`src/rtl/pdm_capture_ctrl.sv`:
```
// PDM microphone capture controller: PDM clock divider, CIC filter reset and settle sequencing,
// and a show-ahead PCM sample FIFO with overflow and watermark interrupt.
module pdm_capture_ctrl #(
  parameter int FIFO_DEPTH = 8,
  parameter int DIV_W      = 8
) (
  input  logic                        clk,
  input  logic                        rst,
  input  logic                        cfg_en,
  input  logic [DIV_W-1:0]            cfg_div,
  input  logic [7:0]                  cfg_settle,
  input  logic [3:0]                  cfg_wm,
  output logic                        pdm_clk_o,
  output logic                        filt_rst,
  input  logic [15:0]                 pcm_in,
  input  logic                        pcm_valid_in,
  input  logic                        rd_en,
  output logic [15:0]                 rd_data,
  output logic [$clog2(FIFO_DEPTH):0] fifo_count,
  output logic                        ovf,
  input  logic                        ovf_clr,
  input  logic                        flush,
  output logic                        irq,
  output logic [1:0]                  state_o
);

  localparam int AW = $clog2(FIFO_DEPTH);
  localparam int CW = AW + 1;
  localparam logic [CW-1:0] DEPTH_C = CW'(FIFO_DEPTH);
  localparam logic [4:0]    DEPTH_5 = 5'(FIFO_DEPTH);

  typedef enum logic [1:0] {
    IDLE   = 2'd0,
    SETTLE = 2'd1,
    RUN    = 2'd2
  } state_t;

  state_t r_state;
  state_t w_state_next;

  logic [7:0] r_discard;

  // ---------------------------------------------------------------- FSM
  always_ff @(posedge clk or posedge rst) begin
    if (rst) begin
      r_state <= IDLE;
    end else begin
      r_state <= w_state_next;
    end
  end

  always_comb begin
    w_state_next = r_state;
    filt_rst     = 1'b0;
    case (r_state)
      IDLE: begin
        filt_rst = 1'b1;
        if (cfg_en) w_state_next = SETTLE;
      end
      SETTLE: begin
        if (r_discard >= cfg_settle) w_state_next = RUN;
      end
      RUN: begin
        w_state_next = RUN;
      end
      default: begin
        filt_rst     = 1'b1;
        w_state_next = IDLE;
      end
    endcase
    if (!cfg_en) w_state_next = IDLE;
  end

  assign state_o = r_state;

  // ---------------------------------------------------------------- PDM clock divider
  logic [DIV_W-1:0] r_phase;
  logic [DIV_W-1:0] r_div;
  logic [DIV_W-1:0] w_div_cfg;
  logic [DIV_W-1:0] w_div_cur;
  logic             r_pdm_clk;

  assign w_div_cfg = (cfg_div < DIV_W'(2)) ? DIV_W'(2) : cfg_div;
  // A new period length is only picked up at phase 0, so a cfg_div change lands on a wrap.
  assign w_div_cur = (r_phase == '0) ? w_div_cfg : r_div;

  always_ff @(posedge clk or posedge rst) begin
    if (rst) begin
      r_phase   <= '0;
      r_div     <= DIV_W'(2);
      r_pdm_clk <= 1'b0;
    end else if (w_state_next == IDLE) begin
      r_phase   <= '0;
      r_div     <= w_div_cfg;
      r_pdm_clk <= 1'b0;
    end else begin
      r_pdm_clk <= (r_phase < (w_div_cur >> 1));
      r_div     <= w_div_cur;
      if (r_phase >= (w_div_cur - DIV_W'(1))) begin
        r_phase <= '0;
      end else begin
        r_phase <= r_phase + DIV_W'(1);
      end
    end
  end

  assign pdm_clk_o = r_pdm_clk;

  // ---------------------------------------------------------------- valid synchroniser
  logic r_sync1;
  logic r_sync2;
  logic r_sync3;
  logic w_evt;

  always_ff @(posedge clk or posedge rst) begin
    if (rst) begin
      r_sync1 <= 1'b0;
      r_sync2 <= 1'b0;
      r_sync3 <= 1'b0;
    end else begin
      r_sync1 <= pcm_valid_in;
      r_sync2 <= r_sync1;
      r_sync3 <= r_sync2;
    end
  end

  // Acted upon at the third edge after the raw rise; pcm_in is still stable there.
  assign w_evt = r_sync2 & ~r_sync3;

  // ---------------------------------------------------------------- settle discard counter
  always_ff @(posedge clk or posedge rst) begin
    if (rst) begin
      r_discard <= '0;
    end else if (r_state == IDLE) begin
      r_discard <= '0;
    end else if ((r_state == SETTLE) && w_evt && (r_discard != 8'hFF)) begin
      r_discard <= r_discard + 8'd1;
    end
  end

  // ---------------------------------------------------------------- sample FIFO
  logic [15:0]   r_mem [FIFO_DEPTH];
  logic [AW-1:0] r_wr_ptr;
  logic [AW-1:0] r_rd_ptr;
  logic [CW-1:0] r_count;
  logic          r_ovf;
  logic          r_irq;

  logic w_push_req;
  logic w_empty;
  logic w_full;
  logic w_do_push;
  logic w_do_pop;
  logic w_ovf_set;

  assign w_push_req = w_evt && (r_state == RUN);
  assign w_empty    = (r_count == '0);
  assign w_full     = (r_count == DEPTH_C);
  assign w_do_pop   = rd_en && !w_empty && !flush;
  // When full, a same-cycle pop frees the slot the push needs.
  assign w_do_push  = w_push_req && (!w_full || w_do_pop) && !flush;
  assign w_ovf_set  = w_push_req && w_full && !w_do_pop && !flush;

  always_ff @(posedge clk) begin
    if (w_do_push) begin
      r_mem[r_wr_ptr] <= pcm_in;
    end
  end

  always_ff @(posedge clk or posedge rst) begin
    if (rst) begin
      r_wr_ptr <= '0;
      r_rd_ptr <= '0;
      r_count  <= '0;
    end else if (flush) begin
      r_wr_ptr <= '0;
      r_rd_ptr <= '0;
      r_count  <= '0;
    end else begin
      if (w_do_push) r_wr_ptr <= r_wr_ptr + AW'(1);
      if (w_do_pop)  r_rd_ptr <= r_rd_ptr + AW'(1);
      case ({w_do_push, w_do_pop})
        2'b10:   r_count <= r_count + CW'(1);
        2'b01:   r_count <= r_count - CW'(1);
        default: r_count <= r_count;
      endcase
    end
  end

  always_ff @(posedge clk or posedge rst) begin
    if (rst) begin
      r_ovf <= 1'b0;
    end else if (w_ovf_set) begin
      r_ovf <= 1'b1;
    end else if (ovf_clr) begin
      r_ovf <= 1'b0;
    end
  end

  // ---------------------------------------------------------------- interrupt
  logic [4:0] w_wm_raw;
  logic [4:0] w_wm_eff;
  logic [4:0] w_count_5;
  logic       w_wm_hit;

  assign w_wm_raw  = {1'b0, cfg_wm};
  assign w_wm_eff  = (w_wm_raw > DEPTH_5) ? DEPTH_5 : w_wm_raw;
  assign w_count_5 = 5'(r_count);
  assign w_wm_hit  = (cfg_wm != 4'd0) && (w_count_5 >= w_wm_eff);

  always_ff @(posedge clk or posedge rst) begin
    if (rst) begin
      r_irq <= 1'b0;
    end else begin
      r_irq <= w_wm_hit || r_ovf;
    end
  end

  assign rd_data    = w_empty ? 16'h0000 : r_mem[r_rd_ptr];
  assign fifo_count = r_count;
  assign ovf        = r_ovf;
  assign irq        = r_irq;

endmodule
```
`config.mk`:
```
export PLATFORM = sky130hd
export DESIGN_NAME = pdm_capture_ctrl
export DESIGN_NICKNAME = d
export VERILOG_FILES = /design/src/rtl/pdm_capture_ctrl.sv
export SDC_FILE = /design/constraint.sdc
export NUM_CORES = 1
export LEC_CHECK = 0
export CORE_AREA = 4 4 142 144
export CTS_CLUSTER_SIZE = 20
export DETAILED_ROUTE_END_ITERATION = 10
export DIE_AREA = 0 0 146 148
export PLACE_DENSITY_LB_ADDON = 0.2
export SYNTH_ARGS = -nofsm -noshare
export SYNTH_HDL_FRONTEND = slang
export SYNTH_SLANG_ARGS = --single-unit
```
`constraint.sdc`:
```
create_clock -name clk -period 4.7 [get_ports clk]
set_input_delay 0.705 -clock clk [delete_from_list [all_inputs] [get_ports clk]]
set_output_delay 0.705 -clock clk [all_outputs]
set_load 0.1 [all_outputs]
```
==> flow_summary.json, run 1 <==
{
  "result_of_the_run": "complete, no violations",
  "startpoint_of_the_worst_hold_path": "r_sync1",
  "worstHoldPathCells": 0,
  "crit_path_max_fanout": 13,
  "route.detailed.wl_per_inst_um": 18.58,
  "hold_viol_final": 0,
  "detail_route.vias_per_cell": 5.501,
  "share_of_synthesized_area_occupied_by_flip_flops_and_latches_pct": 61.26,
  "final-max-slew-violation-count": 0,
  "r2r-start": "r_phase[0]",
  "cts.hold.buffers_added": 0,
  "design.die.area_mm2": 0.02161,
  "initial_utilization_pct": 42.73,
  "grt_first_pass_wirelength_mm": 26.23,
  "gr-total-overflow": 0,
  "drt-pass1-iter-count": 5,
  "synth.mux.area_fraction_pct": 13.12,
  "synth_simple_gate_area_share_pct": 9.471,
  "syn-instance-count": 540,
  "crit_slowest_cell": "sky130_fd_sc_hd__and2_1",
  "pwr_dens_mw_per_mm2": 492.9,
  "synth_adder_area_share_pct": 5.698,
  "synth_largest_area_cell": "sky130_fd_sc_hd__edfxtp_1",
  "finish.net_count": 699,
  "sequence_of_cells_on_the_critical_path": "inv_1 -> ha_1 -> nor4b_4 -> and2_1 -> a21oi_2 -> or4_1 -> o211a_1 -> ha_1 -> a211o_1 -> a41oi_1 -> o21bai_1 -> nor3_1",
  "ioPinCount": 69,
  "pwr-share-clk_pct": 30.8,
  "p_int_mw": 2.996,
  "synth_ff_type": "sky130_fd_sc_hd__edfxtp_1",
  "postRouteAntennaNets": 0,
  "number_of_flops_mapped_to_enable_cells_by_yosys": 128,
  "portBuffers": 68,
  "overall_fraction_of_global_route_tracks_in_use_pct": 15.54,
  "grt_antenna_before_repair": 1,
  "ctsLongestPathBuffers": 2,
  "route.detailed.drc": 0,
  "dp_wirelength_mm": 10.42,
  "place.gp.congestion": 0.8319,
  "cts_made_buffers": 17,
  "grt_start_max_net_pins": 43,
  "hp-class": "register to register",
  "power.sequential.fraction_pct": 37.8,
  "critical_path_required_ps": 5020,
  "die_width_um": 146,
  "detailroute.via_count": 4775,
  "synth.net_count": 618,
  "static-leakage-power_nw": 3.599,
  "synthDistinctLibCells": 65,
  "synth.cells.most_frequent": "sky130_fd_sc_hd__edfxtp_1 (128), sky130_fd_sc_hd__nor2_1 (48), sky130_fd_sc_hd__dfrtp_1 (41)",
  "tightestPinTransition_ps": 980.8,
  "grt_setup_unrepaired": "false",
  "fmax_mhz": 276.3,
  "postCtsResizedCells": 0,
  "post_synth_xor_area_fraction_pct": 2.630,
  "initial_detailed_routing_violation_count": 302,
  "worst_setup_path_end_kind": "register",
  "total_power_consumption_mw": 4.728,
  "post_synth.cell_area_avg_um2": 14.80,
  "layout-area-overhead-vs-synth_pct": 19.99,
  "comb_power_share_pct": 31.4,
  "ys_warn_count": 0,
  "cts_num_sinks": 170,
  "r2r_cells": 12,
  "dominant_combinational_cell_family_by_area_after_synthesis": "multiplexers",
  "tns_ps": 0,
  "worst_path_most_repeated_cell": "sky130_fd_sc_hd__ha_1",
  "hold_path_end": "r_sync2",
  "detail_route.wirelength_mm": 16.13,
  "fraction_of_layout_instances_using_a_drive_strength_above_1_pct": 17.35,
  "synth_area_mm2": 0.007993,
  "final.min_clock_period_ps": 3619,
  "peakVddDrop_v": 0.0003760,
  "critical_path.startpoint_type": "register",
  "max_cap_viol_count": 0,
  "cts.repair_timing.setup_buffer_count": 0,
  "antenna_cells_inserted": 0,
  "crit_arrival_ps": 3940,
  "critical_path.reg2reg.endpoint": "r_phase[6]",
  "share_of_the_synthesized_area_in_compound_gates_ao_oa_aoi_oai_pct": 5.651,
  "synth_most_common_cell": "sky130_fd_sc_hd__edfxtp_1",
  "cpPeakStageDelay_ps": 510,
  "synth-async-reset-ratio_pct": 24.71,
  "swShare_pct": 36.63,
  "placeableCoreArea_mm2": 0.01871,
  "htree_levels": 4,
  "timing.slew.headroom_pct": 34.41,
  "report.final.setup_viol": 0,
  "grt_pass1_vias": 4968,
  "synth_largest_type_area_fraction_pct": 48.09,
  "reg_clk_slew_reported_paths_ps": 70,
  "synth.area.top_cells": "sky130_fd_sc_hd__edfxtp_1 (48%), sky130_fd_sc_hd__dfrtp_1 (13%), sky130_fd_sc_hd__mux4_2 (9.0%)",
  "critical_path_class": "register to register",
  "fin_worst_skew_ps": 11.09,
  "synth-seq-cells": 170,
  "number_of_cell_rows": 50,
  "tritoncts_clock_tree": "built",
  "switching_power_mw": 1.732,
  "chipHeight_um": 148,
  "clk_latency_ps": 420,
  "r2r_setup_slack_ps": 1080,
  "layout.filler_cells": 1518,
  "cts-root-buf": "sky130_fd_sc_hd__clkbuf_16",
  "final_min_period_over_clock_period_pct": 77.01
}
-- per-stage QoR --
stage	worst slack, ps	hold WS, ps	cell area (µm²)	utilization [%]	cells
2_1_floorplan	994.1	331.2	7993	-	540
3_3_place_gp	919.9	380.6	8959	47.89	836
3_5_place_dp	827.0	372.2	8959	47.89	836
4_1_cts	1115	388.4	9590	51.27	868
5_1_grt	735.8	383.2	9590	51.27	868
6_report	1081	372.8	9590	51.27	868
-- worst max-delay path: cells and delay by family (launching register included) --
family	cells	cell delay [ps]
AO/OA/AOI/OAI	5	980
AND/OR/NAND/NOR	4	1500
flip-flops	1	470
buffers and inverters	1	120
adder cells (fa/ha/maj)	2	460
-- per-layer routing --
layer | share of wire, % | wire length (µm) | up-vias | GRT usage [%]
met2 | 50 | 8106 | 113 | 26.42
met1 | 44 | 7161 | 2413 | 20.18
li1 | - | - | 2234 | -
met3 | 4.3 | 690 | 13 | 3.893
met4 | 0.99 | 159 | 2 | 3.857
met5 | 0.050 | 8 | - | 0
-- cells in the final DEF (no fill, tap or decap), types with 19 or more instances in the layout --
cell                              Yosys  layout
sky130_fd_sc_hd__dfrtp_1             41      39
sky130_fd_sc_hd__edfxtp_1           128     128
sky130_fd_sc_hd__nor2_1              48      48
sky130_fd_sc_hd__mux4_2              32      32
sky130_fd_sc_hd__mux2i_1             24      24
sky130_fd_sc_hd__nand2_1             19      19
sky130_fd_sc_hd__clkdlybuf4s50_1      0      52
sky130_fd_sc_hd__buf_4                0      28
sky130_fd_sc_hd__ha_1                34      34
sky130_fd_sc_hd__inv_1               26      25
-- worst max-delay path by stage --
stage          startpoint           to  slack [ps]  cells after the start
2_1_floorplan  state_o[1]  r_mem[0][0]         990                      5
3_3_place_gp   cfg_div[2]   r_phase[1]         920                     11
3_5_place_dp   cfg_div[2]   r_phase[4]         830                     11
4_1_cts        r_phase[0]   r_phase[5]        1120                     12
5_1_grt        r_phase[0]   r_phase[6]         740                     12
6_report       r_phase[0]   r_phase[6]        1080                     12
-- power by group through the flow --
stage                     Sequential (mW)  Combinational (mW)  Clock (mW)
final                                1.79                1.48        1.46
after global routing                 1.80                1.58        1.56
after CTS                            1.79                1.50        1.49
after detailed placement             1.82                1.49           0
after global placement               1.82                1.48           0
after floorplan                      1.86                1.10           0
-- flip-flops by register name, summed over array words and instances, names as in the netlist --
register and cells:
r_mem 128, r_discard 8, r_div 8, r_phase 8, fifo_count 4, r_rd_ptr 3, r_wr_ptr 3, state_o 2
irq 1, ovf 1, pdm_clk_o 1, r_sync1 1, r_sync2 1, r_sync3 1
-- kinds of logic after synthesis --
kind of cell	Yosys count
DFF	170
and+or+nand+nor	142
muxes	63
AOI/OAI and AO/OA	61
buffers and inverters	44
adders and majority gates	36
xor gates and xnor gates	24
-- cell type report --
type / count / area (µm²) / area share (%)
inverters: 26 / 97.59 / 1.018
clock buffers: 17 / 425.4 / 4.436
repair buffers: 80 / 730.7 / 7.619
well taps: 234 / 292.8 / 3.053
multi-input cells: 326 / 2939 / 30.65
flip-flops and latches: 170 / 4898 / 51.08
clock inverters: 15 / 206.4 / 2.153
Power figures use the tool's default switching activity.
==> run 2, diff against run 1 <==
clock period = 3.2 ns   (was 4.7 ns; I/O delays follow)
==> run 2 against run 1 <==
  * Register-to-register slack worse by 830 ps
  * Combinational power is 79% higher
  * Power is 52% higher
  * Die area stayed put
  * Clock-buffer cell count is 1 higher
  * First-iteration DRC count is 18% lower
  * Hold slack worse by 18 ps
  * Final cell count is 3.1% higher
  * Final area is 3.9% higher
  * Largest power group is now combinational cells
  * Highest routed layer is now met4
==> flow_summary.json, run 2 (synthesized netlist as in run 1, its figures left out) <==
{
  "critical_path_required_ps": 3530,
  "cts.hold.buffers_added": 0,
  "design.die.area_mm2": 0.02161,
  "switching_power_mw": 2.652,
  "clk_latency_ps": 430,
  "largest_register_ffs": 128,
  "stdcell_area_mm2": 0.009963,
  "fmax_mhz": 332.6,
  "dp_wirelength_mm": 11.28,
  "layout.filler_cells": 1480,
  "timing.slew.headroom_pct": 35.43,
  "gr-total-overflow": 0,
  "r2r_setup_slack_ps": 250,
  "multi_input_area_mm2": 0.002963,
  "pwr-share-clk_pct": 27.9,
  "final-max-slew-violation-count": 0,
  "antenna_cells_inserted": 0,
  "static-leakage-power_nw": 3.790,
  "finish.net_count": 726,
  "chipHeight_um": 148,
  "worst_setup_path_end_kind": "register",
  "grt_start_max_net_pins": 35,
  "reg_clk_slew_reported_paths_ps": 70,
  "p_int_mw": 4.546,
  "hold_viol_final": 0,
  "dp_cells": 863,
  "tightestPinTransition_ps": 965.6,
  "comb_power_share_pct": 36.8,
  "post_layout_utilization_of_the_core_pct": 53.26,
  "max_flop_register": "r_mem",
  "grt_setup_unrepaired": "false",
  "critical_path.startpoint_type": "input pin",
  "layout-area-overhead-vs-synth_pct": 24.66,
  "final_min_period_over_clock_period_pct": 93.94,
  "cts-root-buf": "sky130_fd_sc_hd__clkbuf_16",
  "cts_made_buffers": 17,
  "peakVddDrop_v": 0.0004000,
  "route.detailed.wl_per_inst_um": 18.85,
  "ctsLongestPathBuffers": 2,
  "max_cap_viol_count": 0,
  "seqCellArea_mm2": 0.004900,
  "fin_worst_skew_ps": 13.28,
  "report.final.setup_viol": 0,
  "portBuffers": 68,
  "critical_path_class": "input pin to register",
  "ioPinCount": 69,
  "layout.cells.most_common_list": "sky130_fd_sc_hd__edfxtp_1 (128), sky130_fd_sc_hd__nor2_1 (48), sky130_fd_sc_hd__buf_4 (46)",
  "number_of_cell_rows": 50,
  "drt-pass1-iter-count": 4,
  "tritoncts_clock_tree": "built",
  "result_of_the_run": "complete, no violations",
  "fraction_of_layout_instances_using_a_drive_strength_above_1_pct": 22.39,
  "detail_route.wirelength_mm": 16.87,
  "die_width_um": 146,
  "initial_detailed_routing_violation_count": 248,
  "cts_num_sinks": 170,
  "hp-class": "register to register",
  "grt_first_pass_wirelength_mm": 27.00,
  "placeableCoreArea_mm2": 0.01871,
  "crit_arrival_ps": 3330,
  "detailroute.via_count": 4855,
  "final.min_clock_period_ps": 3006,
  "swShare_pct": 36.84,
  "place.gp.congestion": 0.8203,
  "layoutNonFillerInstCount": 895,
  "crit_path_max_fanout": 8,
  "grt_pass1_vias": 5217,
  "htree_levels": 4,
  "postRouteAntennaNets": 0,
  "pwr_dens_mw_per_mm2": 722.5,
  "overall_fraction_of_global_route_tracks_in_use_pct": 16.03,
  "power.sequential.fraction_pct": 35.3,
  "route.detailed.drc": 0,
  "grt_antenna_before_repair": 0,
  "post_dp_cell_area_mm2": 0.009355,
  "initial_utilization_pct": 42.73,
  "detail_route.vias_per_cell": 5.425,
  "layout.cells.most_common": "sky130_fd_sc_hd__edfxtp_1"
}
run 2: worst max-delay path, cell delays in order:
cell                              delay, ps
sky130_fd_sc_hd__clkdlybuf4s50_1        440
sky130_fd_sc_hd__or3_1                  400
sky130_fd_sc_hd__nor3_1                 160
sky130_fd_sc_hd__buf_4                  150
sky130_fd_sc_hd__a21oi_2                 50
sky130_fd_sc_hd__or4_1                  390
sky130_fd_sc_hd__o211a_1                150
sky130_fd_sc_hd__ha_1                   300
sky130_fd_sc_hd__a211o_1                270
sky130_fd_sc_hd__a41oi_2                200
sky130_fd_sc_hd__o21bai_4               120
sky130_fd_sc_hd__nor3b_1                200
run 2: timing repair:
action,CTS,global route
setup buffers,0,0
setup endpoints to repair,0,8
resized for setup,0,4
run 2: cell type report:
class,instances,area share (%)
Clock buffer,18,4.307
Clock inverter,14,1.557
Inverter,26,0.9795
Multi-Input combinational cell,326,29.74
Sequential cell,170,49.18
Tap cell,234,2.939
Timing Repair Buffer,107,11.30
run 2: path summary, 6_finish.rpt:
path	startpoint	end	cells past startpoint
setup / recovery	cfg_div[2]	r_phase[1]	12
hold / removal	r_sync1	r_sync2	0
setup reg to reg	r_phase[0]	r_phase[1]	12
hold reg to reg	r_sync1	r_sync2	0
max in group asynchronous	rst	state_o[0]	3
min in group asynchronous	rst	r_div[7]	2
run 2: stage by stage:
stage | hold slack (ps) | power [mW] | TNS (ps) | setup slack [ps]
2_1_floorplan | 331.2 | 4.343 | -1608 | -160.8
3_3_place_gp | 341.8 | 5.209 | -1481 | -197.8
3_5_place_dp | 341.2 | 5.246 | -2145 | -294.1
4_1_cts | 357.5 | 7.262 | 0 | 115.0
5_1_grt | 371.7 | 7.497 | 0 | 16.87
6_report | 354.8 | 7.199 | 0 | 193.8
run 2: power groups by stage:
stage,Sequential [mW],Combinational [mW],Clock [mW]
after floorplan,2.73,1.61,0
after global routing,2.55,2.80,2.14
after CTS,2.54,2.67,2.05
final,2.54,2.65,2.01
after global placement,2.58,2.62,0
after detailed placement,2.59,2.66,0
run 2: metal layers:
layer / track usage, % / up-vias / part of all wire [%]
met5: 0 / - / 0
met4: 5.268 / 0 / 1.4
met3: 4.016 / 18 / 3.8
met2: 27.70 / 88 / 51
met1: 19.87 / 2459 / 44
li1: - / 2290 / -
